$ cat config.mk
export PLATFORM = sky130hd
export DESIGN_NAME = cross_bar_arbiter
export DESIGN_NICKNAME = d
export VERILOG_FILES = /design/src/rtl/cross_bar_arbiter.sv
export SDC_FILE = /design/constraint.sdc
export NUM_CORES = 1
export LEC_CHECK = 0
export CAP_MARGIN = 10
export CORE_AREA = 2 2 66 68
export CTS_CLUSTER_DIAMETER = 60
export DETAILED_ROUTE_END_ITERATION = 16
export DIE_AREA = 0 0 68 70
export PLACE_DENSITY = 0.78
export SKIP_LAST_GASP = 1
export SLEW_MARGIN = 10
export SYNTH_ARGS = -nofsm -noshare
export SYNTH_HDL_FRONTEND = slang
export SYNTH_HIERARCHICAL = 1
export SYNTH_SLANG_ARGS = --single-unit
$ cat constraint.sdc
create_clock -name clk -period 2.47 [get_ports clk]
set_input_delay 0.247 -clock clk [delete_from_list [all_inputs] [get_ports clk]]
set_output_delay 0.247 -clock clk [all_outputs]
set_load 0.005 [all_outputs]
$ cat src/rtl/cross_bar_arbiter.sv
// Per-slave round-robin arbiter feeding the crossbar routing matrix.
// Each slave port owns a two-state FSM (IDLE/BUSY) and a round-robin pointer.
// A grant is held from the arbitration edge until the slave strobes s_ack.
// A master already holding a grant is excluded from arbitration on every slave.

package cross_bar_pkg;
  localparam int MASTER_N = 4;
  typedef logic [$clog2(MASTER_N)-1:0] master_num_t;
endpackage

// Invariant checker: grant bookkeeping must stay consistent between the
// master-side and slave-side views.
module cross_bar_arbiter_chk #(
  parameter  int MASTER_N = cross_bar_pkg::MASTER_N,
  localparam int W        = $clog2(MASTER_N)
) (
  input logic                         clk,
  input logic                         rst,
  input logic [MASTER_N-1:0][W-1:0]   s_sel,
  input logic [MASTER_N-1:0]          s_sel_vld,
  input logic [MASTER_N-1:0]          m_gnt
);

  // Check both invariants on every edge outside reset.
  always @(posedge clk) begin
    if (!rst) begin
      assert ($countones(m_gnt) == $countones(s_sel_vld))
        else $error("cross_bar_arbiter: m_gnt count %0d differs from s_sel_vld count %0d",
                    $countones(m_gnt), $countones(s_sel_vld));
      for (int s = 0; s < MASTER_N; s++) begin
        if (s_sel_vld[s]) begin
          assert (m_gnt[s_sel[s]])
            else $error("cross_bar_arbiter: slave %0d selects master %0d without its m_gnt",
                        s, s_sel[s]);
        end
      end
    end
  end

endmodule

module cross_bar_arbiter #(
  parameter  int MASTER_N = cross_bar_pkg::MASTER_N,
  localparam int W        = $clog2(MASTER_N)
) (
  input  logic                        clk,
  input  logic                        rst,
  input  logic [MASTER_N-1:0]         m_req,
  input  logic [MASTER_N-1:0][W-1:0]  m_target,
  input  logic [MASTER_N-1:0]         s_ack,
  output logic [MASTER_N-1:0][W-1:0]  s_sel,
  output logic [MASTER_N-1:0]         s_sel_vld,
  output logic [MASTER_N-1:0]         m_gnt
);

  typedef enum logic {
    IDLE = 1'b0,
    BUSY = 1'b1
  } state_t;

  state_t                       state_q [MASTER_N];
  logic [MASTER_N-1:0][W-1:0]   s_sel_q;
  logic [MASTER_N-1:0][W-1:0]   rr_ptr_q;
  logic [MASTER_N-1:0]          s_sel_vld_q;
  logic [MASTER_N-1:0]          m_gnt_q;

  // Per-slave arbitration result, valid only when that slave is IDLE.
  logic [MASTER_N-1:0]          win_vld_d;
  logic [MASTER_N-1:0][W-1:0]   win_idx_d;

  // Round-robin successor of a winning master index, wrapping at MASTER_N-1.
  function automatic logic [W-1:0] next_ptr(input logic [W-1:0] idx);
    logic [W-1:0] res;
    if (idx == W'(MASTER_N - 1)) begin
      res = '0;
    end else begin
      res = idx + 1'b1;
    end
    return res;
  endfunction

  // Scan masters from each slave's pointer and pick the first eligible one;
  // exclusion uses the registered grant flags, so parallel slaves cannot
  // both pick a master that already holds a grant.
  always_comb begin
    int          cand;
    logic [W-1:0] cand_idx;
    win_vld_d = '0;
    win_idx_d = '0;
    cand      = 0;
    cand_idx  = '0;
    for (int s = 0; s < MASTER_N; s++) begin
      for (int k = 0; k < MASTER_N; k++) begin
        cand     = (int'(rr_ptr_q[s]) + k) % MASTER_N;
        cand_idx = W'(cand);
        if (!win_vld_d[s] && m_req[cand_idx] &&
            (m_target[cand_idx] == W'(s)) && !m_gnt_q[cand_idx]) begin
          win_vld_d[s] = 1'b1;
          win_idx_d[s] = cand_idx;
        end else begin
          win_vld_d[s] = win_vld_d[s];
        end
      end
    end
  end

  // Per-slave FSMs with registered select/valid/grant outputs.
  always_ff @(posedge clk) begin
    if (rst) begin
      for (int s = 0; s < MASTER_N; s++) begin
        state_q[s] <= IDLE;
      end
      s_sel_q     <= '0;
      rr_ptr_q    <= '0;
      s_sel_vld_q <= '0;
      m_gnt_q     <= '0;
    end else begin
      for (int s = 0; s < MASTER_N; s++) begin
        case (state_q[s])
          IDLE: begin
            if (win_vld_d[s]) begin
              s_sel_q[s]              <= win_idx_d[s];
              s_sel_vld_q[s]          <= 1'b1;
              m_gnt_q[win_idx_d[s]]   <= 1'b1;
              rr_ptr_q[s]             <= next_ptr(win_idx_d[s]);
              state_q[s]              <= BUSY;
            end else begin
              state_q[s] <= IDLE;
            end
          end
          BUSY: begin
            // Release keeps s_sel so the matrix select does not glitch.
            if (s_ack[s]) begin
              s_sel_vld_q[s]       <= 1'b0;
              m_gnt_q[s_sel_q[s]]  <= 1'b0;
              state_q[s]           <= IDLE;
            end else begin
              state_q[s] <= BUSY;
            end
          end
          default: begin
            s_sel_vld_q[s] <= 1'b0;
            state_q[s]     <= IDLE;
          end
        endcase
      end
    end
  end

  assign s_sel     = s_sel_q;
  assign s_sel_vld = s_sel_vld_q;
  assign m_gnt     = m_gnt_q;

  cross_bar_arbiter_chk #(.MASTER_N(MASTER_N)) u_chk (
    .clk       (clk),
    .rst       (rst),
    .s_sel     (s_sel_q),
    .s_sel_vld (s_sel_vld_q),
    .m_gnt     (m_gnt_q)
  );

endmodule

==> flow_metrics.py, run 1 <==
metrics = {
    "status": {
        "status": "completed",
    },
    "floorplanning": {
        "coreArea_um2": 4140,
        "start_util_pct": 50.8,
        "die-height_um": 70,
        "die_x_um": 68,
        "dieArea_um2": 4760,
        "io_pins": 34,
        "rows": 24,
    },
    "synth": {
        "synth_seq_area_share_pct": 28.6,
        "synth.avg_cell_area_um2": 8.48,
        "syn_inst": 248,
        "ys_ff_latch": 28,
        "synth_cell_types": 49,
        "synthArstFlopShare_pct": 0,
        "yosysWarningCount": 6,
        "synth_edf_count": 4,
        "ys.flop_type": "dfxtp_1",
        "syn_area_um2": 2100,
    },
    "routing": {
        "drc_errors": 0,
        "dr.pass1.iters": 4,
        "vias": 2191,
        "vias_per_cell": 5.92,
        "wl_per_cell_um": 16.2,
        "drt_iter0_drc": 180,
        "postRouteAntennaNets": 0,
        "drt_wl_total_mm": 6.00,
    },
    "timing": {
        "setup_tns_ns": 0,
        "fmax_mhz": 433,
        "skew_ns": 0.0108,
        "worstMarginPinSlew_ns": 0.497,
        "setup_violations": 0,
        "rsz0062_at_grt": "false",
        "slew_violations": 0,
        "fin_crit_sh_pct": 93.4,
        "hold_viol_final": 0,
        "period_needed_ns": 2.31,
        "relSlewSlack_pct": 66.5,
    },
    "power": {
        "internal_power_w": 0.000970,
        "ir_drop_v": 0.000337,
        "switching_share_pct": 31.1,
        "powerDensity_nw_per_um2": 496,
        "combPwrFrac_pct": 32.9,
        "power_switching_w": 0.000437,
        "leakagePower_nw": 1.08,
        "p_clk_share_pct": 26.6,
        "p_seq_share_pct": 40.6,
    },
    "clocking": {
        "clk_latency_ns": 0.29,
        "root_buffer": "clkbuf_8",
        "cts_buffers": 3,
        "clkTransAtPathRegs_ns": 0.11,
        "clock_sinks": 28,
        "cts_hold_buffers": 0,
        "cts_buffer_depth": 2,
        "htree_num_levels": 1,
        "cts_tree": "yes",
    },
    "global_route": {
        "grt_max_degree": 31,
        "antenna_found_initial": 0,
        "grt_overflow": 0,
        "grt_usage_pct": 26.6,
        "grtUsageMet1_pct": 36.9,
        "grt_pass1_wl_mm": 9.83,
        "gr-usage-met3_pct": 2.09,
        "gr-usage-met2_pct": 43.0,
        "grt_pass1_vias": 2028,
        "busiest_layer": "met2",
    },
    "worst_setup_path": {
        "worstSetupPathType": "in -> reg",
        "critical_path_required_ns": 2.63,
        "end_kind": "register",
        "cp_slowest_cell": "or4bb_1",
        "cp_cell_sequence": "clkdlybuf4s50_1 -> or4bb_1 -> o21ai_0 -> a211oi_1 -> buf_4 -> ha_1 -> a32o_1 -> o21ai_0 -> a41oi_1",
        "max_stage_delay_ns": 0.61,
        "crit_top_cell": "o21ai_0",
        "start_kind": "input pin",
        "crit_arrival_ns": 2.47,
        "critPathMaxFanout": 7,
    },
    "cells_and_area": {
        "syn_to_final_growth_pct": 34.9,
        "fin_util_pct": 68.5,
        "layout-drive-gt1-share_pct": 16.4,
        "layout.nets": 353,
        "mostFrequentLayoutCells": "buf_4, clkdlybuf4s50_1, nor2_1",
        "stdcell_count": 370,
        "antenna_cells": 0,
        "fin_area_um2": 2840,
        "layout_commonest_cell": "buf_4",
    },
    "placed_design": {
        "placed_cells": 366,
        "placed_cell_area_um2": 2760,
        "io_buffers": 33,
        "dp_hpwl_mm": 4.44,
        "gp_congestion": 0.884,
    },
    "min_path": {
        "min_path_type": "reg -> reg",
    },
    "run": {
        "cap_viol_max_count": 0,
    },
}
worst paths after layout:
path | endpoint | slack, ns | depth (start not counted) | from
worst min register to register | s_sel_vld[1] | 0.50 | 2 | s_sel_vld[1]
worst max-delay path | m_gnt[3] | 0.16 | 9 | m_target[1]
worst min-delay path | s_sel_vld[1] | 0.50 | 2 | s_sel_vld[1]
worst max register to register | m_gnt[2] | 0.24 | 8 | m_gnt[2]
power by group through the flow:
stage / Combinational, W / Clock (W) / Sequential (W)
floorplan: 0.000248 / 0 / 0.000563
global placement: 0.000443 / 0 / 0.000575
detailed placement: 0.000450 / 0 / 0.000578
CTS: 0.000456 / 0.000376 / 0.000568
global route: 0.000508 / 0.000393 / 0.000579
finish: 0.000462 / 0.000374 / 0.000571
layer usage:
metal | vias up | wire [µm]
li1 | 1100 | -
met1 | 1010 | 2720
met2 | 66 | 2880
met3 | 15 | 263
met4 | 0 | 138
met5 | - | 0
area by class of cell:
type	instances	area [µm²]
multi-input cells	201	1430
repair buffers	71	616
well taps	52	65.1
flip-flops and latches	28	601
fillers	330	1310
clock inverters	1	30.0
clock buffers	3	41.3
inverters	14	52.6
synth_stat cells (6+ instances only):
library cell,instances,area [µm²]
nor2_1,30,113
dfxtp_1,24,480
ha_1,16,200
o21ai_0,15,75.1
a211oi_1,14,105
inv_1,14,52.6
a21oi_1,12,60.1
nand2_1,12,45.0
nand2b_1,7,43.8
nand3_1,7,35.0
nand4b_1,6,52.6
nor3_1,6,30.0
stage by stage:
| step | hold WS, ns | setup WS [ns] | total power [W] |
|---|---|---|---|
| finish | 0.504 | 0.162 | 0.00141 |
| global route | 0.535 | 0.0183 | 0.00148 |
| CTS | 0.507 | 0.179 | 0.00140 |
| detailed placement | 0.482 | -0.0843 | 0.00103 |
| global placement | 0.475 | -0.0902 | 0.00102 |
| floorplan | 0.465 | 0.317 | 0.000811 |
critical path: cells and delay by family:
family | cells | cell delay [ns]
AOI/OAI and AO/OA | 5 | 0.73
and+or+nand+nor | 1 | 0.61
buffers and inverters | 2 | 0.67
adders and majority gates | 1 | 0.20
registers in the layout, summed over array words and instances, names as in the netlist:
name       cells
state_q        4
s_sel_vld      4
s_sel          8
m_gnt          4
rr_ptr_q       8
repair_timing:
item / CTS / global route
buffers inserted: 0 / 0
resized for setup: 0 / 2
endpoints found under the setup margin: 0 / 3
logic make-up (layout without fill, tap and decap cells):
group           Yosys count  in the layout  synth area share, %
compound gates           72             72                 24.9
fa+ha+maj                16             16                 9.52
buf+inv                  22             89                 4.40
flops                    28             28                 28.6
mux                       5              5                 2.38
other cells               1              4                0.178
simple gates            104            104                 30.1
Note: power is estimated with default switching activity, not from simulation.
==> inputs of run 2 (changes only) <==
--- a/config.mk
+++ b/config.mk
@@ -6,11 +6,12 @@
 export NUM_CORES = 1
 export LEC_CHECK = 0
 export CAP_MARGIN = 10
-export CORE_AREA = 2 2 66 68
+export CORE_AREA = 2 2 76 78
 export CTS_CLUSTER_DIAMETER = 60
 export DETAILED_ROUTE_END_ITERATION = 16
-export DIE_AREA = 0 0 68 70
-export PLACE_DENSITY = 0.78
+export DIE_AREA = 0 0 78 80
+export GPL_TIMING_DRIVEN = 0
+export PLACE_DENSITY = 0.61
 export SKIP_LAST_GASP = 1
 export SLEW_MARGIN = 10
 export SYNTH_ARGS = -nofsm -noshare
==> run 2 against run 1 <==
  * Cell count down 1.4%
  * Clock power decreased by 21%
  * Final area shrank 3.5%
  * Hold slack worse by 0.14 ns
  * Non-clock buffer count down 25
  * Critical path depth fell by 1
  * Clock skew down 0.0090 ns
  * Wire length is 2.0% higher
  * Count of clock-buffer cells in the layout grew 1
  * Maximum frequency decreased by 3.6%
  * Via count is 4.0% lower
  * Utilization is 18 points lower
  * Critical endpoint unchanged
==> flow_metrics.py, run 2 (synthesis gave the netlist of run 1 again) <==
metrics = {
    "status": {
        "status": "completed",
    },
    "routing": {
        "dr.pass1.iters": 4,
        "drt_iter0_drc": 116,
        "drc_errors": 0,
        "wl_per_cell_um": 16.8,
        "drt_wl_total_mm": 6.12,
        "vias_per_cell": 5.76,
        "postRouteAntennaNets": 0,
        "vias": 2103,
    },
    "floorplanning": {
        "dieArea_um2": 6240,
        "rows": 27,
        "die-height_um": 80,
        "coreArea_um2": 5410,
        "die_x_um": 78,
        "start_util_pct": 38.9,
        "io_pins": 34,
    },
    "timing": {
        "fmax_mhz": 418,
        "period_needed_ns": 2.39,
        "hold_viol_final": 0,
        "relSlewSlack_pct": 55.6,
        "slew_violations": 0,
        "whs_ns": 0.366,
        "setup_tns_ns": 0,
        "skew_ns": 0.00184,
        "worstMarginPinSlew_ns": 0.666,
        "timing.final.ws_setup_ns": 0.0766,
        "fin_crit_sh_pct": 96.9,
        "setup_violations": 0,
        "rsz0062_at_grt": "true",
    },
    "cells_and_area": {
        "register_area_um2": 601,
        "layout-drive-gt1-share_pct": 11.9,
        "multiInputGateArea_um2": 1530,
        "layout.nets": 328,
        "antenna_cells": 0,
        "fin_area_um2": 2740,
        "n_fill_cell": 544,
        "layout_commonest_cell": "nor2_1",
        "mostFrequentLayoutCells": "nor2_1, clkdlybuf4s50_1, dfxtp_1",
        "syn_to_final_growth_pct": 30.2,
    },
    "worst_setup_path": {
        "end_kind": "register",
        "timing.rr.start": "m_gnt[0]",
        "r2r-end": "m_gnt[3]",
        "cp_cell_sequence": "clkdlybuf4s50_1 -> or4bb_4 -> o21ai_0 -> a211oi_4 -> ha_1 -> a32o_1 -> o21ai_0 -> a41oi_1",
        "rrSetupSlack_ns": 0.15,
        "ff2ff_path_depth": 7,
        "critical_path_required_ns": 2.61,
        "crit_arrival_ns": 2.53,
        "cp_slowest_cell": "or4bb_4",
        "max_stage_delay_ns": 0.62,
        "crit_top_cell": "o21ai_0",
        "worstSetupPathType": "in -> reg",
        "start_kind": "input pin",
        "critPathMaxFanout": 7,
    },
    "global_route": {
        "grtUsageMet1_pct": 26.7,
        "grt_pass1_vias": 1980,
        "gr-usage-met3_pct": 1.92,
        "grt_usage_pct": 19.9,
        "grt_overflow": 0,
        "grt_max_degree": 16,
        "grt_pass1_wl_mm": 9.74,
        "gr-usage-met2_pct": 33.9,
        "antenna_found_initial": 0,
        "busiest_layer": "met2",
    },
    "power": {
        "power_switching_w": 0.000436,
        "ir_drop_v": 0.000242,
        "leakagePower_nw": 1.00,
        "p_clk_share_pct": 22.7,
        "powerDensity_nw_per_um2": 477,
        "p_seq_share_pct": 43.7,
        "internal_power_w": 0.000870,
        "switching_share_pct": 33.4,
        "combPwrFrac_pct": 33.5,
    },
    "min_path": {
        "worstHoldPathCells": 2,
        "min_path_type": "in -> reg",
        "hold_path_end": "s_sel[1]",
        "hold_path_startpoint": "rst",
    },
    "clocking": {
        "cts_tree": "yes",
        "cts_buffer_depth": 2,
        "clock_sinks": 28,
        "root_buffer": "clkbuf_8",
        "clk_latency_ns": 0.28,
        "cts_buffers": 3,
        "htree_num_levels": 1,
        "clkTransAtPathRegs_ns": 0.10,
        "cts_hold_buffers": 0,
    },
    "run": {
        "cap_viol_max_count": 0,
    },
    "placed_design": {
        "placed_cell_area_um2": 2520,
        "post-place-ws_ns": -0.616,
        "dp_hpwl_mm": 4.58,
        "gp_congestion": 0.858,
        "io_buffers": 32,
    },
}
[run 2: cell count changes in the layout (fill, tap and decap cells not counted), sizes merged]
cell / change
buf: -27
clkdlybuf4s50: -5
clkbuf: +4
dlymetal6s2s: +4
bufinv: -1
[run 2: what timing repair did]
| action | CTS | global route |
|---|---|---|
| buffers inserted | 0 | 6 |
| endpoints found under the setup margin | 7 | 7 |
| pin swaps | 0 | 4 |
| gates resized for setup | 8 | 14 |
[run 2: worst max-delay path by stage]
stage	depth (start not counted)	to	slack (ns)	start
floorplan	8	m_gnt[2]	0.32	m_gnt[2]
global placement	9	m_gnt[3]	-0.57	m_req[0]
detailed placement	9	m_gnt[3]	-0.62	m_req[0]
CTS	9	m_gnt[3]	-0.07	m_req[0]
global route	8	m_gnt[3]	-0.04	m_target[1]
finish	8	m_gnt[3]	0.08	m_target[1]
[run 2: critical path, delay by kind of cell]
family / cells / cell delay, ns
simple gates: 1 / 0.62
fa+ha+maj: 1 / 0.23
buf+inv: 1 / 0.52
compound gates: 5 / 0.92
[run 2: final cells by class]
type                    instances  share of cell area, %
multi-input cells             201                   55.7
flip-flops and latches         28                   21.9
repair buffers                 38                   13.7
well taps                      72                   3.29
clock buffers                   4                   2.01
inverters                      14                   1.92
plain buffers                   8                   1.46
[run 2: stage by stage]
stage | cells | utilization, % | total power, W
after floorplan | 251 | - | 0.000811
after CTS | 359 | 48.7 | 0.00128
after global placement | 355 | 46.7 | 0.000966
after global routing | 365 | 50.7 | 0.00139
after detailed placement | 355 | 46.7 | 0.000969
final | 365 | 50.7 | 0.00131
[run 2: routing by layer]
layer	wire, µm	part of all wire (%)
met5	0	0
met3	352	5.8
met2	2860	47
met4	99	1.6
met1	2800	46
[run 2: power by group through the flow]
| stage | clock [W] | combinational, W | sequential (W) |
|---|---|---|---|
| finish | 0.000297 | 0.000438 | 0.000571 |
| global route | 0.000324 | 0.000485 | 0.000580 |
| CTS | 0.000307 | 0.000409 | 0.000567 |
| detailed placement | 0 | 0.000394 | 0.000575 |
| global placement | 0 | 0.000392 | 0.000574 |
| floorplan | 0 | 0.000248 | 0.000563 |
